<file path="src/rtl/fetch_exec_ctrl.sv">
// fetch_exec_ctrl: fetch-decode-execute sequencer for a 4-opcode accumulator CPU.
// Optional macro SINGLE_STEP_EN adds a step input that gates each instruction.
module fetch_exec_ctrl #(
    parameter int AW = 6,
    parameter int DW = 8
) (
    input  logic          clk,
    input  logic          clr,
    input  logic          run,
`ifdef SINGLE_STEP_EN
    input  logic          step,
`endif
    input  logic [AW-1:0] pc_addr,
    output logic [AW-1:0] pc_data,
    output logic          pc_load,
    output logic          pc_inc,
    output logic          pc_clr,
    output logic [AW-1:0] mem_addr,
    input  logic [DW-1:0] mem_rdata,
    output logic [DW-1:0] mem_wdata,
    output logic          mem_we,
    output logic [DW-1:0] acc,
    output logic          carry,
    output logic          halted
);

    localparam logic [1:0] OP_LDA = 2'b00;
    localparam logic [1:0] OP_ADD = 2'b01;
    localparam logic [1:0] OP_STA = 2'b10;
    localparam logic [1:0] OP_JMP = 2'b11;

    typedef enum logic [2:0] {
        IDLE,
        FETCH,
        FETCH_W,
        DECODE,
        EXEC_W,
        NEXT,
        HALT
    } state_t;

    state_t        state_q, state_d;
    logic [DW-1:0] acc_q, acc_d;
    logic          carry_q, carry_d;
    logic [DW-1:0] ir_q, ir_d;
    logic [AW-1:0] ir_pc_q, ir_pc_d;
    logic [1:0]    opcode;
    logic [AW-1:0] operand;
    logic [DW:0]   sum;

`ifdef SINGLE_STEP_EN
    logic          step_q;
    logic          step_rise;

    // Registered copy of step for rising-edge detection
    always_ff @(posedge clk or posedge clr) begin
        if (clr) begin
            step_q <= 1'b0;
        end else begin
            step_q <= step;
        end
    end

    assign step_rise = step & ~step_q;
`endif

    assign opcode  = ir_q[DW-1:DW-2];
    assign operand = ir_q[AW-1:0];
    assign sum     = {1'b0, acc_q} + {1'b0, mem_rdata};
    assign acc     = acc_q;
    assign carry   = carry_q;

    // State and datapath registers; clr forces the idle/reset values
    always_ff @(posedge clk or posedge clr) begin
        if (clr) begin
            state_q <= IDLE;
            acc_q   <= '0;
            carry_q <= 1'b0;
            ir_q    <= '0;
            ir_pc_q <= '0;
        end else begin
            state_q <= state_d;
            acc_q   <= acc_d;
            carry_q <= carry_d;
            ir_q    <= ir_d;
            ir_pc_q <= ir_pc_d;
        end
    end

    // Next-state, register updates and all strobes decoded from the state
    always_comb begin
        state_d   = state_q;
        acc_d     = acc_q;
        carry_d   = carry_q;
        ir_d      = ir_q;
        ir_pc_d   = ir_pc_q;
        pc_data   = operand;
        pc_load   = 1'b0;
        pc_inc    = 1'b0;
        pc_clr    = 1'b0;
        mem_addr  = '0;
        mem_wdata = acc_q;
        mem_we    = 1'b0;
        halted    = 1'b0;
        unique case (state_q)
            IDLE: begin
                pc_clr = 1'b1;
                if (run) begin
                    state_d = FETCH;
                end
            end
            FETCH: begin
                mem_addr = pc_addr;
                ir_pc_d  = pc_addr;
                state_d  = FETCH_W;
            end
            FETCH_W: begin
                ir_d    = mem_rdata;
                pc_inc  = 1'b1;
                state_d = DECODE;
            end
            DECODE: begin
                unique case (opcode)
                    OP_LDA, OP_ADD: begin
                        mem_addr = operand;
                        state_d  = EXEC_W;
                    end
                    OP_STA: begin
                        mem_addr = operand;
                        mem_we   = 1'b1;
                        state_d  = NEXT;
                    end
                    OP_JMP: begin
                        if (operand == ir_pc_q) begin
                            state_d = HALT;
                        end else begin
                            pc_load = 1'b1;
                            state_d = NEXT;
                        end
                    end
                    default: state_d = NEXT;
                endcase
            end
            EXEC_W: begin
                if (opcode == OP_ADD) begin
                    {carry_d, acc_d} = sum;
                end else begin
                    acc_d = mem_rdata;
                end
                state_d = NEXT;
            end
            NEXT: begin
`ifdef SINGLE_STEP_EN
                if (!run) begin
                    state_d = IDLE;
                end else if (step_rise) begin
                    state_d = FETCH;
                end
`else
                state_d = run ? FETCH : IDLE;
`endif
            end
            HALT: begin
                halted = 1'b1;
            end
            default: state_d = IDLE;
        endcase
    end

endmodule

</file>
<file path="config.mk">
export PLATFORM = sky130hd
export DESIGN_NAME = fetch_exec_ctrl
export DESIGN_NICKNAME = d
export VERILOG_FILES = /design/src/rtl/fetch_exec_ctrl.sv
export SDC_FILE = /design/constraint.sdc
export NUM_CORES = 1
export LEC_CHECK = 0
export CAP_MARGIN = 10
export CORE_MARGIN = 2
export CORE_UTILIZATION = 52
export CTS_BUF_LIST = sky130_fd_sc_hd__clkbuf_4
export DETAILED_ROUTE_END_ITERATION = 16
export HOLD_SLACK_MARGIN = 0.08
export PLACE_DENSITY = 0.87
export SYNTH_ARGS = -nofsm -noshare
export SYNTH_HDL_FRONTEND = slang
export SYNTH_SLANG_ARGS = --single-unit
</file>
<file path="constraint.sdc">
create_clock -name clk -period 3.2 [get_ports clk]
set_clock_uncertainty 0.15 [all_clocks]
set_input_delay 0.48 -clock clk [delete_from_list [all_inputs] [get_ports clk]]
set_output_delay 0.48 -clock clk [all_outputs]
set_load 0.01 [all_outputs]
</file>
==> results.py <==
metrics = {
    "yosys": {
        "syn_nets": 203,
        "synthArstFlopShare": 1.00,
        "syn-cell-area_sq_um": 1710,
        "yosysSeqAreaShare": 0.380,
        "synthFlopType": "dfrtp_1",
        "synth.largest_area_cell": "dfrtp_1",
        "yosysUniqueCellTypes": 39,
        "synthCells": 177,
        "avgSynthCellArea_sq_um": 9.66,
        "synth.top_cells.by_area": "dfrtp_1 38%, mux2_2 9.2%, buf_4 7.5%",
        "yosysTopAreaCellShare": 0.380,
        "synth_commonest_cells": "26 x dfrtp_1, 17 x buf_4, 15 x nand2_1, 14 x mux2_2, 12 x nor2_1",
        "ys_ff_latch": 26,
        "ys_warn_count": 0,
        "synth_most_common_cell": "dfrtp_1",
        "synth_edf_count": 0,
    },
    "routing": {
        "routed_wl_um": 3870,
        "via_per_inst": 5.58,
        "first_pass_iters": 4,
        "drt_iter0_markers": 43,
        "vias": 1434,
        "postRouteAntennaNets": 0,
        "wire_per_inst_um": 15.1,
        "drcViolationCount": 0,
    },
    "final_layout": {
        "layout.nets": 240,
        "design_area_sq_um": 2190,
        "layout-drive-gt1-share": 0.122,
        "antenna-diode-count": 0,
        "syn2layout_area_growth_pct": 28.2,
        "fin_cells": 257,
    },
    "placed_design": {
        "placed_cell_area_sq_um": 2140,
        "place_ws_ns": 0.376,
        "gp_congestion": 0.936,
        "hpwl_um": 2920,
        "portBuffers": 50,
        "placedCellCount": 253,
    },
    "global_routing": {
        "grt_pass1_vias": 1462,
        "grt_use_total": 0.232,
        "grt_remaining_overflow": 0,
        "grt_pass1_wl_um": 6470,
        "antenna_found_initial": 0,
        "grt_max_degree": 27,
    },
    "clocking": {
        "cts_num_sinks": 26,
        "cts_resized": 0,
        "htreeDepth": 1,
        "clk_pin_slew_ns": 0.16,
        "cts_tree": "done",
        "cts_made_buffers": 3,
        "clk_path_buf_depth": 2,
        "insertion_delay_ns": 0.35,
        "cts_setup_buffers": 0,
        "holdBufCountCts": 0,
        "root_buffer": "clkbuf_4",
    },
    "setup_path": {
        "crit_fanout": 7,
        "critical_path_buf_inv_count": 2,
        "crit_path_end_kind": "output port",
        "cp.arrival_ns": 2.39,
        "crit_cells": 5,
        "critPathTopFamily": "buffers and inverters",
        "cp_slowest_stage_delay_ns": 0.56,
        "cp.required_ns": 2.57,
        "worstPathCellList": "inv_1 -> nand3_1 -> a21oi_1 -> a22o_1 -> clkdlybuf4s50_1",
        "worstSetupPathType": "flip-flop to output port",
        "critPathLaunchType": "flip-flop",
        "slowest_stage": "clkdlybuf4s50_1",
        "ff2ff_path_depth": 8,
    },
    "timing": {
        "finalMaxSlewViolations": 0,
        "setup_ws_ns": 0.185,
        "worst_pin_slew_ns": 1.01,
        "whs_ns": 0.398,
        "rsz0062_at_grt": "no",
        "slew_headroom": 0.324,
        "setup_viol": 0,
        "hold_violations": 0,
        "finalSetupTns_ns": 0,
        "fmax_mhz": 332,
        "fin_crit_sh": 0.942,
        "finalCriticalPeriod_ns": 3.02,
    },
    "die": {
        "dieArea_sq_um": 3760,
        "start_util": 0.551,
        "dieWidth_um": 61.4,
        "die_h_um": 61.4,
        "ios": 51,
        "placementRows": 20,
        "coreArea_sq_um": 3100,
    },
    "hold_path": {
        "min_path_type": "flip-flop to flip-flop",
        "min_path_cells": 1,
    },
    "power": {
        "cellLeakagePower_nw": 0.920,
        "powerDensity_nw_per_um2": 1060,
        "max-vdd-ir-drop_mv": 0.568,
    },
    "status": {
        "status": "complete, no violations",
    },
    "run": {
        "maxCapViolations": 0,
    },
}
-- worst paths after layout --
check / slack, ns / endpoint / startpoint
max: 0.18 / mem_addr[3] / state_q[2]$_DFFE_PP0P_
min: 0.40 / ir_pc_q[0]$_DFFE_PP0N_ / ir_pc_q[0]$_DFFE_PP0N_
max reg2reg: 0.85 / acc[6]$_DFFE_PP0P_ / acc[0]$_DFFE_PP0P_
min reg2reg: 0.40 / ir_pc_q[0]$_DFFE_PP0N_ / ir_pc_q[0]$_DFFE_PP0N_
max in group asynchronous: 1.79 / state_q[0]$_DFFE_PP0P_ / clr
min in group asynchronous: 0.51 / ir_q[4]$_DFFE_PP0P_ / clr
-- registers in the layout, summed over array words and instances (netlist names) --
register and count:
acc 8, ir_q 8, ir_pc_q 6, state_q 3, carry 1
-- per-stage QoR --
stage                util  total power, W
floorplan               -         0.00164
global placement    0.690         0.00204
detailed placement  0.690         0.00209
CTS                 0.706         0.00233
global route        0.706         0.00251
finish              0.706         0.00233
-- cells in the final DEF (no fill, tap or decap), types with 8 or more instances in the layout --
cell	netlist	layout
a21oi_1	9	9
nor2_1	12	12
clkdlybuf4s50_1	0	50
o21ai_0	9	9
dfrtp_1	26	26
nand2_1	15	15
ha_1	8	8
mux2_2	14	14
-- where the power goes --
part | total (W) | internal [W] | leakage (nW) | switching (W)
Clock | 0.000243 | 0.000127 | 0.0279 | 0.000116
Sequential | 0.000711 | 0.000495 | 0.308 | 0.000217
Combinational | 0.00137 | 0.000764 | 0.584 | 0.000608
-- layout make-up --
| cell class | instances | area [sq um] |
|---|---|---|
| multi-input combinational | 126 | 900 |
| clock buffer | 3 | 22.5 |
| timing repair buffer | 52 | 515 |
| tap | 44 | 55.1 |
| inverter | 5 | 18.8 |
| fill | 258 | 911 |
| clock inverter | 1 | 30.0 |
| sequential | 26 | 651 |
-- cell families (layout without fill, tap and decap cells) --
| group | Yosys count | in the layout | synth area share |
|---|---|---|---|
| AND/OR/NAND/NOR | 60 | 60 | 0.186 |
| AO/OA/AOI/OAI | 35 | 35 | 0.135 |
| flip-flops | 26 | 26 | 0.380 |
| buffers and inverters | 25 | 61 | 0.0936 |
| multiplexers | 16 | 16 | 0.104 |
| adder cells (fa/ha/maj) | 9 | 9 | 0.0702 |
| XOR/XNOR | 6 | 6 | 0.0307 |
-- metal layers --
metal  vias up  share of wire  GRT usage
met2        46           0.50      0.398
li1        688              -          -
met5         -              0          0
met3         9          0.040     0.0399
met4         0          0.024      0.119
met1       691           0.44      0.281
(Power assumes the default switching activity.)
